<file path="src/rtl/lenet_pkg.sv">
// Shared types and sizes for the LeNet input-buffer read path (fb3 port B side).
// The pixel conversion lives here so the datapath and any future writer agree on scaling.
package lenet_pkg;

    localparam int LENET_SIZE = 28;
    localparam int LENET_PIX  = LENET_SIZE ** 2;
    localparam int ADDR_W     = 10;
    localparam int MEM_W      = 16;
    localparam int ACC_W      = 10;
    localparam int PIX_W      = 8;
    localparam int COL_W      = $clog2(LENET_SIZE);

    typedef enum logic [1:0] {RD_IDLE, RD_RUN, RD_DRAIN, RD_DONE} rd_state_t;

    typedef struct packed {
        logic [PIX_W-1:0] pix;
        logic             row_last;
        logic             last;
    } lenet_beat_t;

    // Accumulated value scaled down to pixel range, clamped at full scale.
    function automatic logic [PIX_W-1:0] acc_to_pix(input logic [ACC_W-1:0] acc);
        logic [ACC_W-1:0] shifted;
        shifted = acc >> (ACC_W - PIX_W);
        if (shifted > ACC_W'((1 << PIX_W) - 1)) begin
            return '1;
        end
        return shifted[PIX_W-1:0];
    endfunction

endpackage

</file>
<file path="src/rtl/lenet_skid_fifo.sv">
// Two-entry beat FIFO sitting between the fb3 read return and the pixel stream.
// The head entry only moves on a pop, which keeps the output stable while stalled.
module lenet_skid_fifo
    import lenet_pkg::*;
(
    input  logic        clk,
    input  logic        rst_n,
    input  logic        i_flush,
    input  logic        i_push,
    input  lenet_beat_t i_data,
    input  logic        i_pop,
    output lenet_beat_t o_head,
    output logic [1:0]  o_count
);

    lenet_beat_t r_mem [2];
    logic        r_wptr;
    logic        r_rptr;
    logic [1:0]  r_count;

    always_ff @(posedge clk or negedge rst_n) begin
        if (!rst_n) begin
            // NOTE: storage is reset as well so the pixel outputs read 0 straight out of reset.
            r_mem[0] <= '0;
            r_mem[1] <= '0;
            r_wptr   <= 1'b0;
            r_rptr   <= 1'b0;
            r_count  <= 2'd0;
        end else if (i_flush) begin
            r_wptr  <= 1'b0;
            r_rptr  <= 1'b0;
            r_count <= 2'd0;
        end else begin
            if (i_push) begin
                r_mem[r_wptr] <= i_data;
                r_wptr        <= ~r_wptr;
            end
            if (i_pop) begin
                r_rptr <= ~r_rptr;
            end
            case ({i_push, i_pop})
                2'b10:   r_count <= r_count + 2'd1;
                2'b01:   r_count <= r_count - 2'd1;
                default: ;
            endcase
        end
    end

    assign o_head  = r_mem[r_rptr];
    assign o_count = r_count;

endmodule

</file>
<file path="src/rtl/lenet_frame_reader.sv">
// Walks the 28x28 accumulated map in fb3 and streams it as 8-bit pixels with row/frame markers.
// One read may be in flight; the FIFO plus that read never exceed two beats.
module lenet_frame_reader
    import lenet_pkg::*;
(
    input  logic              clk,
    input  logic              rst_n,
    input  logic              start,
    input  logic              abort,
    output logic [ADDR_W-1:0] mem_addr,
    output logic              mem_ren,
    input  logic [MEM_W-1:0]  mem_rdata,
    output logic [PIX_W-1:0]  m_data,
    output logic              m_valid,
    input  logic              m_ready,
    output logic              m_row_last,
    output logic              m_last,
    output logic              busy,
    output logic              done
);

    rd_state_t         r_state;
    logic [ADDR_W-1:0] r_addr;
    logic [ADDR_W-1:0] r_pix_idx;
    logic [COL_W-1:0]  r_col;
    logic              r_rd_pend;
    logic              r_busy;
    logic              r_done;

    logic              w_pop;
    logic              w_issue;
    logic              w_final;
    logic [2:0]        w_occ;
    logic [1:0]        w_count;
    lenet_beat_t       w_beat_in;
    lenet_beat_t       w_head;
    logic              w_unused_low;

    // Counting this cycle's pop lets a read refill the slot being freed, giving 1 pixel/cycle.
    assign w_pop   = m_valid && m_ready;
    assign w_occ   = {1'b0, w_count} - {2'b00, w_pop} + {2'b00, r_rd_pend};
    assign w_issue = (r_state == RD_RUN) && !abort && (w_occ < 3'd2);
    assign w_final = (r_state == RD_DRAIN) && w_pop && w_head.last;

    assign w_beat_in = '{
        pix:      acc_to_pix(mem_rdata[MEM_W-1 -: ACC_W]),
        row_last: (r_col == COL_W'(LENET_SIZE - 1)),
        last:     (r_pix_idx == ADDR_W'(LENET_PIX - 1))
    };
    assign w_unused_low = ^mem_rdata[MEM_W-ACC_W-1:0];

    lenet_skid_fifo u_fifo (
        .clk     (clk),
        .rst_n   (rst_n),
        .i_flush (abort),
        .i_push  (r_rd_pend),
        .i_data  (w_beat_in),
        .i_pop   (w_pop),
        .o_head  (w_head),
        .o_count (w_count)
    );

    always_ff @(posedge clk or negedge rst_n) begin
        if (!rst_n) begin
            r_state   <= RD_IDLE;
            r_addr    <= '0;
            r_pix_idx <= '0;
            r_col     <= '0;
            r_rd_pend <= 1'b0;
            r_busy    <= 1'b0;
            r_done    <= 1'b0;
        end else if (abort) begin
            r_state   <= RD_IDLE;
            r_rd_pend <= 1'b0;
            r_busy    <= 1'b0;
            r_done    <= 1'b0;
        end else begin
            r_rd_pend <= w_issue;
            r_done    <= 1'b0;
            if (r_rd_pend) begin
                r_pix_idx <= r_pix_idx + 1'b1;
                r_col     <= (r_col == COL_W'(LENET_SIZE - 1)) ? '0 : r_col + 1'b1;
            end
            case (r_state)
                RD_IDLE: begin
                    if (start) begin
                        r_state   <= RD_RUN;
                        r_addr    <= '0;
                        r_pix_idx <= '0;
                        r_col     <= '0;
                        r_busy    <= 1'b1;
                    end
                end
                RD_RUN: begin
                    if (w_issue) begin
                        if (r_addr == ADDR_W'(LENET_PIX - 1)) begin
                            r_state <= RD_DRAIN;
                        end else begin
                            r_addr <= r_addr + 1'b1;
                        end
                    end
                end
                RD_DRAIN: begin
                    if (w_final) begin
                        r_state <= RD_DONE;
                        r_busy  <= 1'b0;
                        r_done  <= 1'b1;
                    end
                end
                RD_DONE: r_state <= RD_IDLE;
                default: r_state <= RD_IDLE;
            endcase
        end
    end

    assign mem_addr   = r_addr;
    assign mem_ren    = w_issue;
    assign m_data     = w_head.pix;
    assign m_valid    = (w_count != 2'd0);
    assign m_row_last = w_head.row_last;
    assign m_last     = w_head.last;
    assign busy       = r_busy;
    assign done       = r_done;

endmodule

</file>
<file path="config.mk">
export PLATFORM = sky130hd
export DESIGN_NAME = lenet_frame_reader
export DESIGN_NICKNAME = d
export VERILOG_FILES = /design/src/rtl/lenet_pkg.sv /design/src/rtl/lenet_skid_fifo.sv /design/src/rtl/lenet_frame_reader.sv
export SDC_FILE = /design/constraint.sdc
export NUM_CORES = 1
export LEC_CHECK = 0
export CELL_PAD_IN_SITES_DETAIL_PLACEMENT = 1
export CELL_PAD_IN_SITES_GLOBAL_PLACEMENT = 2
export CORE_UTILIZATION = 44
export DETAILED_ROUTE_END_ITERATION = 16
export DONT_BUFFER_PORTS = 1
export GPL_TIMING_DRIVEN = 0
export PLACE_DENSITY_LB_ADDON = 0.1
export SLEW_MARGIN = 20
export SYNTH_ARGS = -nofsm -noshare
export SYNTH_HDL_FRONTEND = slang
export SYNTH_HIERARCHICAL = 1
export SYNTH_SLANG_ARGS = --single-unit
</file>
<file path="constraint.sdc">
create_clock -name clk -period 3.8 [get_ports clk]
set_input_delay 0.95 -clock clk [delete_from_list [all_inputs] [get_ports clk]]
set_output_delay 0.95 -clock clk [all_outputs]
set_load 0.005 [all_outputs]
</file>
==> After elaboration in Yosys (flattened, before gate mapping) <==
Cells that the tools add are included.
{ "totals": {"word_cells": 106, "output_inout_bits": 24, "register_bits": 54, "in_bits": 21} }
{ "classes": {"add_sub_neg": 7, "muxes": 40, "eq_ne": 15, "bitwise": 5, "n_reduce_logical": 18, "order_cmp": 5} }
{ "ops": {"columns": ["op", "n"], "rows": [
  ["$mux W10", 10],
  ["$add A10 B1 Y10 const B", 2],
  ["$bwmux W20", 1],
  ["$eq A10 B10 Y1 const B", 2],
  ["$mux W5", 4],
  ["$pmux W10 S2", 1],
  ["$mux W8", 2],
  ["$mux W1", 12],
  ["$mux W2", 6],
  ["$demux W10 S1", 1],
  ["$ne A3 B3 Y1 const B", 3],
  ["$gt A8 B8 Y1 const B", 1],
  ["$pmux W2 S4", 1],
  ["$reduce_bool A2 Y1", 4],
  ["$eq A2 B2 Y1 const B", 3],
  ["$logic_and A1 B1 Y1", 6],
  ["$ne A2 B2 Y1 const B", 3],
  ["$reduce_bool A3 Y1", 2],
  ["$add A5 B1 Y5 const B", 1],
  ["$eq A5 B5 Y1 const B", 1],
  ["$reduce_and A5 Y1", 1],
  ["$eq A2 B1 Y1 const B", 2],
  ["$ge A2 B2 Y1 const B", 2],
  ["$not A1 Y2", 2],
  ["other kinds (15)", 17]
]} }

==> Depth between registers and ports, before layout <==
Gate-level depths: netlist of run 1.
{ "depth": {"depth_word": 9, "mapped_depth": 9, "mapped_depth_nobuf": 8} }

==> Cells and area by module <==
Netlist of run 1, hierarchy kept.
{ "modules_own_cells": {"columns": ["mod", "seq_area_each_um2", "instances", "cells_per_inst", "area_each_um2"], "rows": [
  ["lenet_frame_reader", 750.7, 1, 179, 1702.9],
  ["lenet_skid_fifo", 600.6, 1, 71, 1062.3]
]} }

==> Worst setup path before layout of run 1 <==
No wires, ideal clock.
{ "synth_timing": {"kind": "input port to output port", "from": "input port m_ready", "to": "output port mem_ren", "n_path_buf": 0, "slack_ns": 0.843, "stages": 5, "arrival_ns": 2.007, "t_required_ns": 2.850, "path_cell_list": "and3b_1 o21ai_0 fa_1 xnor2_2 and3_1"} }
{ "synth_between": {"elab_chain_len": 5} }
{ "synth_lines": {"columns": ["item", "line_no", "rtl"], "rows": [
  ["from (decl)", "lenet_frame_reader.sv:15", "input logic m_ready,"],
  ["$logic_and A1 B1 Y1", "lenet_frame_reader.sv:40", "assign w_pop = m_valid && m_ready;"],
  ["$sub A2 B1 Y3", "lenet_frame_reader.sv:41", "assign w_occ = {1'b0, w_count} - {2'b00, w_pop} + {2'b00, r_rd_pend};"],
  ["$add A3 B1 Y3", "lenet_frame_reader.sv:41", null],
  ["$lt A3 B2 Y1", "lenet_frame_reader.sv:42", "assign w_issue = (r_state == RD_RUN) && !abort && (w_occ < 3'd2);"],
  ["$logic_and A1 B1 Y1", "lenet_frame_reader.sv:42", null],
  ["to (decl)", "lenet_frame_reader.sv:11", "output logic mem_ren,"]
]} }
Every way passes these cells.

==> Final worst setup path of run 1 <==
Same ends and word-level chain as after synthesis.

==> results of run 1 <==
## per-layer routing
layer  GRT usage (%)  vias to the layer above  share of wire [%]
met2            30.9                       29                 49
met1            21.6                      919                 45
met5               0                        -                  0
met4            4.29                        0                1.0
li1                -                      903                  -
met3            4.61                        5                4.4
## power by group through the flow
stage | logic, µW | clock network, µW | registers, µW
finish | 591 | 393 | 778
global route | 657 | 427 | 799
CTS | 603 | 407 | 780
detailed placement | 597 | 0 | 792
global placement | 590 | 0 | 786
floorplan | 494 | 0 | 767
## metrics by stage
stage / total power [µW] / setup WS [ns]
2_1_floorplan: 1260 / 0.843
3_3_place_gp: 1380 / 0.752
3_5_place_dp: 1390 / 0.748
4_1_cts: 1790 / 0.708
5_1_grt: 1880 / 0.637
6_report: 1760 / 0.730
## kinds of logic (layout without fill, tap and decap cells)
family                   after synthesis  count (layout)  share of synthesized area (%)
AND/OR/NAND/NOR                       90              90                           18.2
adder cells (fa/ha/maj)                7               7                           3.44
AO/OA/AOI/OAI                         39              39                           8.64
buffers and inverters                 12              20                           2.44
XOR/XNOR                              15              15                           5.02
multiplexers                          33              33                           13.3
flip-flops                            54              54                           48.9
## flip-flops by register name (all words and copies together), names as in the netlist
name / flops
u_fifo/o_count: 2
r_rd_pend: 1
r_col: 5
r_state: 2
busy: 1
r_pix_idx: 10
mem_addr: 10
u_fifo/r_rptr: 1
u_fifo/r_wptr: 1
u_fifo/r_mem: 20
done: 1
## synth_stat cells, drive strengths merged (2+ instances only)
cell,number,area share [%]
a21oi,13,2.4
and3,5,1.1
and3b,2,0.63
buf,6,1.6
dfrtp,54,49
ha,6,2.7
inv,5,0.68
mux2,31,13
mux2i,2,0.72
nand2,21,2.9
nand3,4,0.72
nand3b,2,0.54
nand4,6,1.4
nor2,19,2.9
nor2b,3,0.95
nor3,5,0.90
nor3b,4,1.3
o21a,2,0.54
o21ai,15,3.1
o31ai,2,0.54
or3,7,1.6
or4,3,0.95
xnor2,6,2.2
xor2,9,2.9
## final cells by class
cell class,count,area share [%]
buffer,7,1.64
clock buffer,5,2.31
clock inverter,3,1.52
inverter,5,0.631
multi-input combinational,184,45.3
sequential,54,45.5
tap,75,3.16
## how the worst min path moves through the flow
stage | to | slack (ns)
6_report | u_fifo/r_mem[6]$_DFFE_PN0P_ | 0.32
5_1_grt | u_fifo/r_mem[6]$_DFFE_PN0P_ | 0.30
4_1_cts | u_fifo/r_rptr$_DFFE_PN0P_ | 0.31
3_5_place_dp | u_fifo/r_mem[1]$_DFFE_PN0P_ | 0.49
3_3_place_gp | u_fifo/r_mem[4]$_DFFE_PN0P_ | 0.48
2_1_floorplan | u_fifo/r_mem[0]$_DFFE_PN0P_ | 0.47
==> flow_metrics.py, run 1 <==
metrics = {
    "floorplan": {
        "ios": 45,
        "die_y_um": 81.3,
        "design.core.area_mm2": 0.00599,
        "rows": 28,
        "die_area_mm2": 0.00661,
        "die-width_um": 81.3,
        "start_util_pct": 46.2,
    },
    "route": {
        "drc_errors": 0,
        "viasPerCell": 5.57,
        "antenna_violating_nets_post_route": 0,
        "drt_iter0_drc": 49,
        "drt-total-wl_um": 5360,
        "overall_via_count_from_detail_route": 1856,
        "drt-wirelength-per-cell_um": 16.1,
        "drtPass1Iterations": 4,
    },
    "final_layout": {
        "final_area_mm2": 0.00297,
        "antenna_cells": 0,
        "multi_input_combinational_cell_area_mm2": 0.00135,
        "layout_nets": 285,
        "final_cell_mix": "54 x sky130_fd_sc_hd__dfrtp_1, 31 x sky130_fd_sc_hd__mux2_2, 21 x sky130_fd_sc_hd__nand2_1, 18 x sky130_fd_sc_hd__nor2_1, 13 x sky130_fd_sc_hd__a21oi_1",
        "post_route_cells_drive_above_1_share_pct": 20.5,
        "fillerInstances": 682,
        "seqCellArea_mm2": 0.00135,
        "final_common_cell": "sky130_fd_sc_hd__dfrtp_1",
        "flow.area_growth_from_synthesis_pct": 7.51,
        "instances_no_fill": 333,
        "final_core_utilization_pct": 49.6,
    },
    "critical_path": {
        "endpoint": "mem_ren",
        "worst_ep_required_time_ns": 2.85,
        "worst-path-stages": 5,
        "cp.arrival_ns": 2.12,
        "critical_path.reg2reg.startpoint": "u_fifo/o_count[1]$_DFFE_PN0P_",
        "timing.rr.end": "mem_addr[7]$_DFFE_PN0P_",
        "worst-path-buf-inv": 0,
        "path_max_fanout": 4,
        "timing.critical_path.cells": "and3b_1, o21ai_0, fa_1, xnor2_2, and3_1",
        "reg2regPathDepth": 8,
        "critPathSlowestCell": "sky130_fd_sc_hd__fa_1",
        "critPathKind": "in -> out",
        "critical_path.top_delay_family": "adder cells",
        "max_stage_delay_ns": 0.44,
        "startpoint_type": "input port",
        "setup.reg_to_reg.worst_slack_ns": 1.19,
        "cp-startpoint": "m_ready",
        "endpoint_kind": "output pin",
    },
    "timing": {
        "achievable-frequency_mhz": 326,
        "hold-worst-slack_ns": 0.323,
        "finalMaxSlewViolations": 0,
        "max_slew_margin_pct": 41.0,
        "fin_tns_setup_ns": 0,
        "timing_hold_violations_final": 0,
        "post-route-period-util_pct": 80.8,
        "worst_clock_skew_ns": 0.00460,
        "worst_pin_slew_ns": 0.878,
        "finalCriticalPeriod_ns": 3.07,
        "setup_repair_after_global_routing_missed_its_margin": "no",
        "setup-violations-final": 0,
    },
    "pwr": {
        "power.net_switching_uw": 588,
        "vdd.ir_drop.worst_mv": 0.316,
        "power_report.internal_total_uw": 1170,
        "leakagePower_uw": 0.00132,
        "clkPwrFrac_pct": 22.3,
        "share_comb_of_total_power_pct": 33.5,
        "power.density_mw_per_mm2": 593,
        "seqPwrFrac_pct": 44.2,
        "power.switching_fraction_pct": 33.4,
    },
    "yosys": {
        "synth_top_flop_cell": "sky130_fd_sc_hd__dfrtp_1",
        "synth.ff_latch_count": 54,
        "syn_area_mm2": 0.00277,
        "syn_nets": 278,
        "synth.yosys.warnings": 6,
        "synth_enable_flop_cells": 0,
        "syn_area_per_cell_um2": 11.1,
        "synth_cell_types": 51,
        "postSynthCellCount": 250,
        "synth-async-reset-ratio_pct": 100,
        "ys_seq_area_share_pct": 48.9,
    },
    "clock_network": {
        "cts_hold_buf": 0,
        "cts.repair.resized": 0,
        "clock-sinks": 54,
        "cts_made_buffers": 5,
        "postCtsSetupRepairBufs": 0,
        "clock_latency_on_the_worst_skew_pair_ns": 0.31,
        "tritoncts_clock_tree": "done",
        "cts.clk_slew.worst_paths_ns": 0.10,
        "ctsLongestPathBuffers": 2,
        "root_buffer": "sky130_fd_sc_hd__clkbuf_8",
        "ctsHtreeMaxLevel": 2,
    },
    "placed_design": {
        "globalplace.congestion": 0.715,
        "dpl-instance-area_mm2": 0.00286,
        "port_buffers": 0,
        "detailed_place_hpwl_um": 3700,
        "post_placement_cell_count": 325,
    },
    "global_routing": {
        "grt_overflow": 0,
        "vias_in_the_first_global_route": 1911,
        "grt_pass1_wl_um": 8980,
        "groute.usage.overall_pct": 17.7,
        "grt_antenna_before_repair": 0,
        "maximum_number_of_pins_on_one_net_before_global_route_repair": 55,
    },
    "run": {
        "maxCapViolations": 0,
    },
    "hold_path": {
        "min_path_type": "in -> async",
    },
    "status": {
        "run_status": "finished, final reports clean",
    },
}
(Power assumes the default switching activity.)
==> run 2: changes to the inputs <==
--- a/config.mk
+++ b/config.mk
@@ -5,9 +5,10 @@
 export SDC_FILE = /design/constraint.sdc
 export NUM_CORES = 1
 export LEC_CHECK = 0
+export ABC_AREA = 1
 export CELL_PAD_IN_SITES_DETAIL_PLACEMENT = 1
 export CELL_PAD_IN_SITES_GLOBAL_PLACEMENT = 2
-export CORE_UTILIZATION = 44
+export CORE_UTILIZATION = 37
 export DETAILED_ROUTE_END_ITERATION = 16
 export DONT_BUFFER_PORTS = 1
 export GPL_TIMING_DRIVEN = 0
==> constraint.sdc (replaced) <==
create_clock -name clk -period 3.2 [get_ports clk]
set_input_delay 0.8 -clock clk [delete_from_list [all_inputs] [get_ports clk]]
set_output_delay 0.8 -clock clk [all_outputs]
set_load 0.005 [all_outputs]
==> flow_metrics.py, run 2 <==
metrics = {
    "final_layout": {
        "final_common_cell": "sky130_fd_sc_hd__nand2_1",
        "largest_register_ff_count": 20,
        "flow.area_growth_from_synthesis_pct": 7.53,
        "layout_nets": 397,
        "post_route_cells_drive_above_1_share_pct": 16.8,
        "final_area_mm2": 0.00322,
        "top_register": "u_fifo/r_mem",
        "fillerInstances": 963,
        "instances_no_fill": 472,
        "antenna_cells": 0,
        "multi_input_combinational_cell_area_mm2": 0.00140,
        "final_cell_mix": "94 x sky130_fd_sc_hd__nand2_1, 53 x sky130_fd_sc_hd__dfrtp_1, 38 x sky130_fd_sc_hd__inv_1, 35 x sky130_fd_sc_hd__nor2_1, 23 x sky130_fd_sc_hd__o21ai_1",
        "seqCellArea_mm2": 0.00135,
    },
    "timing": {
        "finalMaxSlewViolations": 0,
        "fin_tns_setup_ns": 0,
        "setup_repair_after_global_routing_missed_its_margin": "no",
        "worst_clock_skew_ns": 0.00893,
        "max_slew_margin_pct": 75.0,
        "timing_hold_violations_final": 0,
        "finalCriticalPeriod_ns": 2.97,
        "post-route-period-util_pct": 92.9,
        "setup-violations-final": 0,
        "worst_pin_slew_ns": 0.372,
        "achievable-frequency_mhz": 337,
    },
    "critical_path": {
        "path_max_fanout": 6,
        "timing.critical_path.cells": "o21a_2, nand2_1, o21ai_0, nand2_1, fa_1, nand2_1, nor2_1, nand2_1, inv_1",
        "startpoint_type": "flop",
        "endpoint_kind": "output pin",
        "critical_path.most_common_cell": "sky130_fd_sc_hd__nand2_1",
        "critPathSlowestCell": "sky130_fd_sc_hd__fa_1",
        "worst_ep_required_time_ns": 2.40,
        "cp.arrival_ns": 2.17,
        "critPathKind": "reg -> out",
        "max_stage_delay_ns": 0.49,
    },
    "global_routing": {
        "grt_overflow": 0,
        "grt_pass1_wl_um": 12200,
        "groute.usage.overall_pct": 18.4,
        "maximum_number_of_pins_on_one_net_before_global_route_repair": 55,
        "grt_antenna_before_repair": 0,
        "vias_in_the_first_global_route": 2444,
    },
    "floorplan": {
        "die_area_mm2": 0.00845,
        "rows": 32,
        "die-width_um": 91.9,
        "die_y_um": 91.9,
        "design.core.area_mm2": 0.00777,
        "start_util_pct": 38.5,
        "ios": 45,
    },
    "yosys": {
        "ys_seq_area_share_pct": 45.2,
        "post_synth_most_frequent_cells": "94 x sky130_fd_sc_hd__nand2_1, 54 x sky130_fd_sc_hd__dfrtp_1, 38 x sky130_fd_sc_hd__inv_1, 35 x sky130_fd_sc_hd__nor2_1, 23 x sky130_fd_sc_hd__o21ai_1",
        "yosysTopAreaCell": "sky130_fd_sc_hd__dfrtp_1",
        "synth.ff_latch_count": 54,
        "synth_top_flop_cell": "sky130_fd_sc_hd__dfrtp_1",
        "synth_most_common_cell": "sky130_fd_sc_hd__nand2_1",
        "synthDominantCellAreaShare_pct": 45.2,
        "synthTopCellsByArea": "sky130_fd_sc_hd__dfrtp_1 45%, sky130_fd_sc_hd__nand2_1 12%, sky130_fd_sc_hd__inv_1 4.8%",
        "synth_enable_flop_cells": 0,
        "synth_cell_types": 41,
        "syn_nets": 390,
        "postSynthCellCount": 362,
        "synth.yosys.warnings": 6,
        "synth-async-reset-ratio_pct": 100,
        "syn_area_mm2": 0.00299,
        "syn_area_per_cell_um2": 8.27,
    },
    "route": {
        "overall_via_count_from_detail_route": 2373,
        "drt-total-wl_um": 7040,
        "drt_iter0_drc": 66,
        "drt-wirelength-per-cell_um": 14.9,
        "drtPass1Iterations": 4,
        "viasPerCell": 5.03,
        "drc_errors": 0,
        "antenna_violating_nets_post_route": 0,
    },
    "pwr": {
        "power_report.internal_total_uw": 1300,
        "power.density_mw_per_mm2": 673,
        "vdd.ir_drop.worst_mv": 0.291,
        "seqPwrFrac_pct": 45.3,
        "power.switching_fraction_pct": 39.8,
        "power.net_switching_uw": 863,
        "clkPwrFrac_pct": 19.2,
        "share_comb_of_total_power_pct": 35.5,
        "leakagePower_uw": 0.00155,
    },
    "clock_network": {
        "cts_hold_buf": 0,
        "postCtsSetupRepairBufs": 0,
        "cts.repair.resized": 0,
        "tritoncts_clock_tree": "done",
        "clock_latency_on_the_worst_skew_pair_ns": 0.32,
        "cts.clk_slew.worst_paths_ns": 0.11,
        "cts_made_buffers": 5,
        "clock-sinks": 54,
        "ctsLongestPathBuffers": 2,
        "root_buffer": "sky130_fd_sc_hd__clkbuf_8",
        "ctsHtreeMaxLevel": 2,
    },
    "placed_design": {
        "post_placement_cell_count": 464,
        "port_buffers": 0,
        "globalplace.congestion": 0.786,
        "dpl-instance-area_mm2": 0.00312,
        "detailed_place_hpwl_um": 5140,
    },
    "status": {
        "run_status": "finished, final reports clean",
    },
    "run": {
        "maxCapViolations": 0,
    },
    "hold_path": {
        "min_path_type": "in -> async",
    },
}
[run 2: cells by family after synthesis]
| logic type | after synthesis | share of synthesized area [%] |
|---|---|---|
| AOI/OAI and AO/OA | 45 | 9.16 |
| xor gates and xnor gates | 6 | 1.76 |
| adders and majority gates | 7 | 3.18 |
| buffers and inverters | 54 | 7.98 |
| DFF | 54 | 45.2 |
| muxes | 10 | 3.76 |
| and+or+nand+nor | 186 | 29.0 |
[run 2: worst paths after layout]
kind,from,endpoint,slack (ns),cells past startpoint
min reg2reg,u_fifo/r_mem[7]$_DFFE_PN0P_,u_fifo/r_mem[7]$_DFFE_PN0P_,0.50,2
max in group asynchronous,rst_n,u_fifo/o_count[1]$_DFFE_PN0P_,2.94,0
min in group clk,u_fifo/r_mem[7]$_DFFE_PN0P_,u_fifo/r_mem[7]$_DFFE_PN0P_,0.50,2
max reg2reg,u_fifo/o_count[1]$_DFFE_PN0P_,mem_addr[5]$_DFFE_PN0P_,0.75,13
max,u_fifo/o_count[1]$_DFFE_PN0P_,mem_ren,0.23,9
min,rst_n,mem_addr[3]$_DFFE_PN0P_,0.16,0
[run 2: metrics by stage]
step	setup slack, ns	utilization (%)	total power (µW)	hold WS [ns]
after global routing	0.0549	41.4	2360	0.123
after CTS	0.0526	41.4	2210	0.146
final	0.228	41.4	2170	0.160
after global placement	0.180	40.2	1760	0.466
after detailed placement	0.183	40.2	1790	0.475
after floorplan	0.459	-	1570	0.451
[run 2: cell type report]
cell class	instances	share of cell area (%)
clock buffer	5	2.14
clock inverter	3	0.816
inverter	46	5.37
sequential	54	42.0
buffer	8	2.06
multi-input combinational	254	43.6
tap	102	3.97
[run 2: worst max-delay path, delay by kind of cell, from the launching register on]
family,cells,cell delay (ns)
AND/OR/NAND/NOR,5,0.52
adder cells (fa/ha/maj),1,0.49
AO/OA/AOI/OAI,2,0.29
buffers and inverters,1,0.09
flip-flops,1,0.46
[run 2: power by group through the flow]
stage / Sequential [µW] / Clock (µW) / Combinational, µW
6_report: 982 / 415 / 770
5_1_grt: 1010 / 465 / 890
4_1_cts: 982 / 437 / 793
3_5_place_dp: 997 / 0 / 788
3_3_place_gp: 985 / 0 / 773
2_1_floorplan: 950 / 0 / 625
[run 2: per-layer routing]
layer  vias to the layer above  share of wire (%)  global-route usage [%]  routed length, µm
li1                       1181                  -                       -                  -
met1                      1160                 47                    24.0               3300
met2                        26                 49                    30.9               3420
met3                         6                3.3                    3.90                235
met4                         0                1.2                    5.08                 84
met5                         -                  0                       0                  0
==> run 3: changes to the inputs <==
--- a/config.mk
+++ b/config.mk
@@ -8,7 +8,8 @@
 export ABC_AREA = 1
 export CELL_PAD_IN_SITES_DETAIL_PLACEMENT = 1
 export CELL_PAD_IN_SITES_GLOBAL_PLACEMENT = 2
-export CORE_UTILIZATION = 37
+export CORE_UTILIZATION = 39
+export CTS_BUF_LIST = sky130_fd_sc_hd__clkbuf_2 sky130_fd_sc_hd__clkbuf_4 sky130_fd_sc_hd__clkbuf_8
 export DETAILED_ROUTE_END_ITERATION = 16
 export DONT_BUFFER_PORTS = 1
 export GPL_TIMING_DRIVEN = 0
==> flow_metrics.py, run 3 (synthesized netlist as in run 2, its figures left out) <==
metrics = {
    "global_routing": {
        "grt_antenna_before_repair": 0,
        "grt_pass1_wl_um": 11600,
        "maximum_number_of_pins_on_one_net_before_global_route_repair": 55,
        "vias_in_the_first_global_route": 2408,
        "groute.usage.overall_pct": 18.8,
        "grt_overflow": 0,
    },
    "critical_path": {
        "critPathKind": "in -> out",
        "worst-path-stages": 9,
        "timing.rr.end": "mem_addr[3]$_DFFE_PN0P_",
        "worst-path-buf-inv": 1,
        "timing.critical_path.cells": "o21a_1, nand2_1, o21ai_0, nand2_1, fa_1, nand2_1, nor2_2, nand2_1, inv_1",
        "endpoint_kind": "output pin",
        "critical_path.reg2reg.startpoint": "u_fifo/o_count[1]$_DFFE_PN0P_",
        "max_stage_delay_ns": 0.50,
        "critPathSlowestCell": "sky130_fd_sc_hd__fa_1",
        "setup.reg_to_reg.worst_slack_ns": 0.75,
        "reg2regPathDepth": 13,
        "cp.arrival_ns": 2.18,
        "critical_path.most_common_cell": "sky130_fd_sc_hd__nand2_1",
        "path_max_fanout": 5,
        "startpoint_type": "input port",
        "worst_ep_required_time_ns": 2.40,
        "critical_path.top_delay_family": "simple AND/OR/NAND/NOR gates",
    },
    "route": {
        "drc_errors": 0,
        "drt-total-wl_um": 6910,
        "drt-wirelength-per-cell_um": 14.7,
        "viasPerCell": 5.04,
        "overall_via_count_from_detail_route": 2364,
        "drt_iter0_drc": 116,
        "drtPass1Iterations": 4,
        "antenna_violating_nets_post_route": 0,
    },
    "clock_network": {
        "clock_latency_on_the_worst_skew_pair_ns": 0.31,
        "ctsLongestPathBuffers": 2,
        "ctsHtreeMaxLevel": 2,
        "cts.clk_slew.worst_paths_ns": 0.11,
        "tritoncts_clock_tree": "done",
        "cts_made_buffers": 5,
        "postCtsSetupRepairBufs": 0,
        "root_buffer": "sky130_fd_sc_hd__clkbuf_8",
        "clock-sinks": 54,
        "cts_hold_buf": 0,
    },
    "placed_design": {
        "detailed_place_hpwl_um": 5060,
        "globalplace.congestion": 0.777,
        "port_buffers": 0,
        "dpl-instance-area_mm2": 0.00312,
    },
    "floorplan": {
        "die_area_mm2": 0.00803,
        "start_util_pct": 40.8,
        "ios": 45,
        "die-width_um": 89.6,
        "design.core.area_mm2": 0.00733,
        "rows": 31,
        "die_y_um": 89.6,
    },
    "timing": {
        "fin_tns_setup_ns": 0,
        "achievable-frequency_mhz": 336,
        "finalCriticalPeriod_ns": 2.98,
        "timing_hold_violations_final": 0,
        "worst_pin_slew_ns": 0.384,
        "post-route-period-util_pct": 93.0,
        "setup_repair_after_global_routing_missed_its_margin": "no",
        "finalMaxSlewViolations": 0,
        "worst_clock_skew_ns": 0.0104,
        "max_slew_margin_pct": 74.2,
        "setup-violations-final": 0,
        "hold-worst-slack_ns": 0.161,
    },
    "pwr": {
        "seqPwrFrac_pct": 44.9,
        "totalPowerFinal_uw": 2170,
        "power_report.internal_total_uw": 1310,
        "power.net_switching_uw": 867,
        "power.density_mw_per_mm2": 676,
        "vdd.ir_drop.worst_mv": 0.260,
        "share_comb_of_total_power_pct": 36.1,
        "leakagePower_uw": 0.00155,
        "clkPwrFrac_pct": 19.0,
        "power.switching_fraction_pct": 39.9,
    },
    "run": {
        "maxCapViolations": 0,
    },
    "final_layout": {
        "final_cell_mix": "94 x sky130_fd_sc_hd__nand2_1, 53 x sky130_fd_sc_hd__dfrtp_1, 38 x sky130_fd_sc_hd__inv_1, 34 x sky130_fd_sc_hd__nor2_1, 23 x sky130_fd_sc_hd__o21ai_1",
        "layout_nets": 397,
        "antenna_cells": 0,
        "final_area_mm2": 0.00322,
        "post_route_cells_drive_above_1_share_pct": 16.8,
        "top_register": "u_fifo/r_mem",
        "flow.area_growth_from_synthesis_pct": 7.44,
        "largest_register_ff_count": 20,
        "final_common_cell": "sky130_fd_sc_hd__nand2_1",
    },
    "hold_path": {
        "min_path_type": "in -> async",
    },
    "status": {
        "run_status": "finished, final reports clean",
    },
}
run 3: how the worst max path moves through the flow:
stage / startpoint / end / slack, ns
detailed placement: m_ready / mem_ren / 0.12
floorplan: m_ready / mem_ren / 0.46
finish: m_ready / mem_ren / 0.22
global route: u_fifo/o_count[1]$_DFFE_PN0P_ / mem_ren / 0.07
CTS: u_fifo/o_count[1]$_DFFE_PN0P_ / mem_ren / 0.02
global placement: m_ready / mem_ren / 0.1
run 3: metrics by stage:
stage	utilization (%)	cells	setup slack [ns]
6_report	43.9	469	0.225
2_1_floorplan	-	362	0.459
3_5_place_dp	42.5	461	0.121
3_3_place_gp	42.5	461	0.0978
5_1_grt	43.9	469	0.0733
4_1_cts	43.8	469	0.0226
run 3: timing repair:
item	4_1_cts	5_1_grt
setup endpoints to repair	0	1
gates resized for setup	0	2
hold endpoints to repair	0	0
run 3: final cells by class:
| type | instances | area (µm²) |
|---|---|---|
| Sequential cell | 54 | 1350 |
| Tap cell | 99 | 124 |
| Inverter | 46 | 173 |
| Buffer | 8 | 66.3 |
| Fill cell | 883 | 4120 |
| Multi-Input combinational cell | 254 | 1410 |
| Clock inverter | 3 | 26.3 |
| Clock buffer | 5 | 68.8 |
run 3: power by group through the flow:
stage / clock network [µW] / registers [µW] / logic [µW]
floorplan: 0 / 950 / 625
global placement: 0 / 984 / 774
detailed placement: 0 / 993 / 787
CTS: 426 / 980 / 794
global route: 457 / 1010 / 900
finish: 412 / 977 / 784
run 3: metal layers:
metal  track usage [%]  routed length (µm)
met5                 0                   0
met4              3.90                  56
met3              3.56                 204
met2              31.5                3270
met1              25.4                3380
